File: src/rtl/theatre_control.sv
// Purpose: theatre lighting/AV mode controller with sensor-tracked spotlight.
// Latency: mode/EN to outputs 1 clk; stage sensor to S1 SYNC_STAGES+1 clks.
// Backpressure: none; outputs are free-running registered levels.
module theatre_control #(
    parameter int SYNC_STAGES = 2
) (
    input  logic       clk,
    input  logic       reset,
    input  logic       EN,
    input  logic       House,
    input  logic       Music,
    input  logic       Speaker,
    input  logic       Play,
    input  logic       TL,
    input  logic       TC,
    input  logic       TR,
    output logic       HL,
    output logic       VD,
    output logic [2:0] S1
);

    typedef enum logic [2:0] {
        ST_OFF,
        ST_HOUSE,
        ST_MUSIC,
        ST_SPEAKER,
        ST_PLAY
    } state_t;

    localparam logic [2:0] POS_LEFT   = 3'b100;
    localparam logic [2:0] POS_CENTRE = 3'b010;
    localparam logic [2:0] POS_RIGHT  = 3'b001;

    state_t                 r_state;
    state_t                 w_next_state;
    logic [2:0]             r_pos;
    logic [2:0]             w_pos_next;
    logic                   w_hl_next;
    logic                   w_vd_next;
    logic [2:0]             w_s1_next;
    logic                   w_track;
    logic [SYNC_STAGES-1:0] r_sync_l;
    logic [SYNC_STAGES-1:0] r_sync_c;
    logic [SYNC_STAGES-1:0] r_sync_r;
    logic                   w_l;
    logic                   w_c;
    logic                   w_r;

    // Sensor synchronisers; idle level (1) on reset so nothing looks touched.
    always_ff @(posedge clk or posedge reset) begin
        if (reset) begin
            r_sync_l <= '1;
            r_sync_c <= '1;
            r_sync_r <= '1;
        end else begin
            r_sync_l <= {r_sync_l[SYNC_STAGES-2:0], TL};
            r_sync_c <= {r_sync_c[SYNC_STAGES-2:0], TC};
            r_sync_r <= {r_sync_r[SYNC_STAGES-2:0], TR};
        end
    end

    // Sensors are active-low; invert after synchronising.
    assign w_l = ~r_sync_l[SYNC_STAGES-1];
    assign w_c = ~r_sync_c[SYNC_STAGES-1];
    assign w_r = ~r_sync_r[SYNC_STAGES-1];

    // Next state, next spotlight position and next output values.
    always_comb begin
        w_next_state = ST_OFF;
        w_pos_next   = r_pos;
        w_hl_next    = 1'b0;
        w_vd_next    = 1'b0;
        w_s1_next    = 3'b000;

        if (EN) begin
            if (House)        w_next_state = ST_HOUSE;
            else if (Music)   w_next_state = ST_MUSIC;
            else if (Speaker) w_next_state = ST_SPEAKER;
            else if (Play)    w_next_state = ST_PLAY;
        end

        w_track = (w_next_state == ST_SPEAKER) || (w_next_state == ST_PLAY);

        // Fresh entry parks the spot at centre; tracking begins next edge.
        if (w_track) begin
            if (r_state != w_next_state) w_pos_next = POS_CENTRE;
            else if (w_l)                w_pos_next = POS_LEFT;
            else if (w_c)                w_pos_next = POS_CENTRE;
            else if (w_r)                w_pos_next = POS_RIGHT;
            else                         w_pos_next = POS_CENTRE;
        end

        case (w_next_state)
            ST_HOUSE:   w_hl_next = 1'b1;
            ST_MUSIC:   w_s1_next = 3'b111;
            ST_SPEAKER: begin
                w_vd_next = 1'b1;
                w_s1_next = w_pos_next;
            end
            ST_PLAY:    w_s1_next = w_pos_next;
            default:    ;
        endcase
    end

    // State, position and registered outputs.
    always_ff @(posedge clk or posedge reset) begin
        if (reset) begin
            r_state <= ST_OFF;
            r_pos   <= POS_CENTRE;
            HL      <= 1'b0;
            VD      <= 1'b0;
            S1      <= 3'b000;
        end else begin
            r_state <= w_next_state;
            r_pos   <= w_pos_next;
            HL      <= w_hl_next;
            VD      <= w_vd_next;
            S1      <= w_s1_next;
        end
    end

endmodule

File: config.mk
export PLATFORM = sky130hd
export DESIGN_NAME = theatre_control
export DESIGN_NICKNAME = d
export VERILOG_FILES = /design/src/rtl/theatre_control.sv
export SDC_FILE = /design/constraint.sdc
export NUM_CORES = 1
export LEC_CHECK = 0
export ABC_AREA = 0
export BUFFER_PORTS_ARGS = -buffer_cell sky130_fd_sc_hd__buf_2
export CAP_MARGIN = 5
export CORE_MARGIN = 4
export CORE_UTILIZATION = 38
export CTS_CLUSTER_SIZE = 28
export DETAILED_ROUTE_END_ITERATION = 7
export PLACE_DENSITY = 0.57
export RECOVER_POWER = 50
export SKIP_LAST_GASP = 1
export SLEW_MARGIN = 40
export SYNTH_ARGS = -nofsm -noshare
export SYNTH_HDL_FRONTEND = slang
export SYNTH_SLANG_ARGS = --single-unit
File: constraint.sdc
create_clock -name clk -period 1.59 [get_ports clk]
set_input_delay 0.318 -clock clk [delete_from_list [all_inputs] [get_ports clk]]
set_output_delay 0.318 -clock clk [all_outputs]
set_load 0.05 [all_outputs]
# Word-level counts from Yosys, hierarchy flattened

Index checks and enable logic that the tools add are counted.
Widths: inputs -> output; s select.

Output and inout port bits: 5
Memories kept: 0
Register bits: 17
Logic and storage cells: 28
Latch bits: 0
Input bits: 10
Bits in writable memories: 0
Memory bits (read-only): 0

$lt $le $gt $ge: 0
Multipliers: 0
Shift operators: 0
Muxes and demuxes: 13
Reduce and logical (&&, ||, !) cells: 2
Divide/modulo/power cells: 0
Bitwise operators: 0
$add $sub $neg: 0
Equal/unequal tests: 5

Operators with widths:

| operator           | number |
|---|---|
| $mux 3             | 8 |
| $eq 3x2->1 const B | 2 |
| $pmux 3 s2         | 1 |
| $mux 2             | 2 |
| $eq 3x1->1 const B | 1 |
| $eq 3x3->1 const B | 1 |
| $ne 3x3->1         | 1 |
| $mux 1             | 2 |
| $reduce_or 2->1    | 1 |
| $logic_or 1x1->1   | 1 |

# Logic depth before layout (Yosys ltp)

Word-level depth: 9
Gate-level depth with buffers: 5

# Worst setup path before layout

Ideal clock, no wire load.

Kind: register to register
Start: register r_state[0]
End: register S1[1]
Stages on the path, launching flop included: 5
Library setup time: 0.130 ns
Path buffers: 0
Arrival time: 1.196 ns
Path slack: 0.264 ns
Path through: dfrtp_1 > or3_1 > a211oi_2 > o32a_1 > a22oi_1

Word-level cells in the longest chain between the ends: 4

Ends and longest elaborated chain:

| element                | line | source |
|---|---|---|
| start, declared        | 34   | `state_t r_state;` |
| start signal, assigned | 114  | `r_state <= w_next_state;` |
| $ne 3x3->1             | 86   | `if (r_state != w_next_state) w_pos_next = POS_CENTRE;` |
| $mux 3                 | 86   |  |
| $mux 3                 | 85   | `if (w_track) begin` |
| $pmux 3 s2             | 93   | `case (w_next_state)` |
| net w_s1_next[1]       | 40   | `logic [2:0] w_s1_next;` |
| end signal, assigned   | 118  | `S1 <= w_s1_next;` |
| end, declared          | 19   | `output logic [2:0] S1` |

The timed path passes the listed nets, and every way through them passes these cells.

# Worst setup path in the final report

Same ends and word-level chain as after synthesis.

==> results.txt <==
The die extent in y is roughly 48 µm. The first global-routing pass estimated 1910 µm of wire. The fraction of final layout cells with drive strength greater than 1 came out at approximately two fifths.

The number of maximum-capacitance constraint violations came out at 0. Timing would allow up to 0.703 GHz. The number of clock buffers inserted by TritonCTS came out at 3.

The routed length on met1 came out at 518 µm. The final layout contains routed wiring with a total length of 1170 µm. The total stage count of the critical path is 4.

The count of instances resized after the clock tree is built is 0. The number of buffers added to fix hold violations after cts came out at 0. The min-delay analysis places its worst path in the category in -> async. Global routing used 12.8% of the available tracks.

The HPWL after detailed placement came out at ~770 µm. The maximum number of pins on one net before global-route repair is 15. The clock transition time at the flip-flop clock pins of the worst setup and hold paths came out at around 0.09 ns.

The largest buffer count on any clock path came out at 2. The cell sitting at the root of the clock tree is a clkbuf_4. The die boundary width is 47.7 µm.

Summed over all layers, the global routing overflow is 0. The share of power burned in the clock network came out at 35.3%. The placeable core area is about 1500 µm². The initial core utilization is 40.2%. The filler cell count in the final layout came out at approximately 150. The per-instance average area after synthesis is 12.0 µm². The detailed router used layers up to and including met4.

The via-per-instance ratio came out at ~5.5. The number of antenna violations at the first check in global routing is 0. The fraction of registers with async set or reset after synthesis is 100%.

The final number of max-transition violations is 0. The fraction of the yosys area taken by sequential cells came out at 59.8%. The share of the cycle needed by the critical path after routing is 89.5%. The layout overhead on the synthesized area is 21.3%. CTS saw 14 sinks. The number of synthesized flops with an enable pin is 0.

The number of antenna diodes came out at 0. In this design, the stage delay of the slowest critical-path cell is 0.42 ns. During synthesis, Yosys emitted a total of 0 warnings. For this block, the via count after detailed routing is around 460.

In this run the worst path has a maximum fanout of 5. The number of storage elements in the synthesis netlist came out at 14. The slack of the worst reg-to-reg path came out at 0.17 ns.

STA classifies the critical path endpoint as a register. The initialized floorplan defines 14 standard-cell rows. Setup repair after global routing left no endpoint under its margin.

Of the total power, the share spent switching nets is between 20% and 30%. In the routed design, unresolved DRC markers number 0. The post-synthesis instance total is 50. The buffers inserted during post-CTS setup optimization is 0. The leakage power summed over all cells is 0.346 nW. The final weighted congestion in routability-driven placement came out at 0.726. The number of H-tree branching levels is 1. The net count after synthesis is 60.

The netlist area before placement is 598 µm². OpenSTA, run right after detailed placement, puts the worst setup slack at 0.151 ns. Clock latency on the worst-skew pair, taken at its later pin, is about 0.29 ns.

The arrival time at the worst endpoint is 1.60 ns. The first detailed-routing pass took 4 iterations. The final critical delay including setup and external delays is 1.42 ns. The count of buffer and inverter cells on the critical path came out at 0.

The worst-case IR drop observed on VDD is between 0.0005 and 0.0006 V. The required time of the critical path came out at roughly 1.8 ns. Summed over all nets, wire length on met3 after detailed routing comes to 74 µm. The combinational share of power is 13.0%. The area of the die is 2270 µm². The count of pins on the block boundary is 15. The number of different library cells used by synthesis comes to 26. The relative contribution of sequential cells to total power came out at roughly 52%.

The slew at the pin with the worst max-slew slack came out at 0.499 ns. Among cell families on the critical path, the largest total delay comes from compound AO/OA/AOI/OAI gates. Setup violations remaining at the end of the flow were counted as 0. The final setup skew came out at a little under 0.008 ns. The met2 wire length is 537 µm.

The total internal power is 553 µW. The total net switching power is ~190 µW. Setup total negative slack on the finished layout was measured at 0 ns. Dividing the detail-routed wire length by the instance count gives between 10 and 15 µm. The worst pin sits at a relative slew slack of 66.7%. In this run the remaining antenna-violating nets after routing total 0.

The number of nets at the end of the flow came out at approximately 80. The post-route worst setup slack is 0.167 ns. The type of the worst setup path is reg -> reg. The power density of the placed cells is slightly above 1000 nW/µm².

During placement, the flow inserted port buffers numbering 14. STA classifies the critical path startpoint as a register. The critical path goes through or3_1 > a211oi_2 > o32a_1 > a22oi_1. The hold violation count in the final report is 0.

The iteration-0 DRC count of the detailed router is 5. The startpoint identified for the worst register-to-register timing path is r_state[0]$_DFF_PP0_. The CTS tree is built. The depth of the worst register-to-register path came out at 4. The endpoint identified for the worst register-to-register timing path is S1[1]$_DFF_PP0_. The most used flip-flop cell after synthesis is dfrtp_1. The flow ran to the end, and the final reports show no timing, DRC or antenna violations. On the critical path, the stage with the largest delay is an instance of dfrtp_1. The number of global-route vias before repair was 435.
## worst max path at each step
stage / start / to / slack (ns)
floorplan: r_state[0]$_DFF_PP0_ / S1[1]$_DFF_PP0_ / 0.26
global placement: Speaker / S1[1]$_DFF_PP0_ / 0.17
detailed placement: Speaker / S1[1]$_DFF_PP0_ / 0.15
CTS: r_state[0]$_DFF_PP0_ / S1[1]$_DFF_PP0_ / 0.17
global route: r_state[0]$_DFF_PP0_ / S1[1]$_DFF_PP0_ / 0.1
finish: r_state[0]$_DFF_PP0_ / S1[1]$_DFF_PP0_ / 0.17
## power groups by stage
| stage | sequential (mW) | combinational, mW | clock, mW |
|---|---|---|---|
| after floorplan | 0.414 | 0.0413 | 0 |
| after global placement | 0.392 | 0.0965 | 0 |
| after detailed placement | 0.393 | 0.0971 | 0 |
| after CTS | 0.386 | 0.0980 | 0.265 |
| after global routing | 0.389 | 0.106 | 0.288 |
| final | 0.386 | 0.0968 | 0.264 |
## per-layer routing
| metal | global-route usage (%) | vias up |
|---|---|---|
| li1 | - | 217 |
| met1 | 15.2 | 225 |
| met2 | 20.3 | 16 |
| met3 | 2.26 | 5 |
| met4 | 9.68 | 0 |
| met5 | 0 | - |
## final cells by class
cell class / instances / area (µm²) / share of cell area (%)
Clock buffer: 4 / 36.3 / 5.00
Inverter: 3 / 11.3 / 1.55
Multi-Input combinational cell: 32 / 224 / 30.9
Sequential cell: 14 / 358 / 49.3
Tap cell: 16 / 20.0 / 2.76
Timing Repair Buffer: 15 / 76.3 / 10.5
## flip-flops by register name, summed over array words and instances (netlist names)
name / cells
r_state: 3
S1: 3
HL: 1
r_sync_l: 2
VD: 1
r_sync_r: 2
r_sync_c: 2
## per-stage QoR
stage          hold slack [ns]  utilization [%]  total power [mW]  std cells  cell area (µm²)
2_1_floorplan            0.203                -             0.455         50              598
3_3_place_gp             0.346             46.4             0.489         80              691
3_5_place_dp             0.348             46.4             0.490         80              691
4_1_cts                 0.0622             48.8             0.750         84              727
5_1_grt                 0.0868             48.7             0.783         84              726
6_report                0.0340             48.7             0.747         84              726
## synthesized netlist by cell type (2+ instances only)
library cell / number / area [µm²]
dfrtp_1: 8 / 200
dfstp_2: 6 / 158
and2_1: 3 / 18.8
inv_1: 3 / 11.3
nor2_1: 3 / 11.3
a21boi_0: 2 / 15.0
a21oi_1: 2 / 10.0
nand3_1: 2 / 10.0
nand4_1: 2 / 12.5
o21ai_1: 2 / 10.0
or3_1: 2 / 12.5
## kinds of logic after synthesis
group           share of synthesized area [%]
compound gates                           17.2
simple gates                             20.3
buf+inv                                  2.72
flops                                    59.8
## cell usage in the layout, fill, tap and decap left out, types with 2 or more instances in the layout
master and count:
a21boi_0 2, a21oi_1 2, and2_1 3, buf_2 13, clkbuf_4 3, dfrtp_1 8
dfstp_2 6, inv_1 3, nand3_1 2, nand4_1 2, nor2_1 3, o21ai_1 2
or3_1 2
## worst register-to-register path: stages (launching register included)
cell and delay (ns):
dfrtp_1 0.42, or3_1 0.38, a211oi_2 0.25, o32a_1 0.19, a22oi_1 0.06
Power figures use the tool's default switching activity.
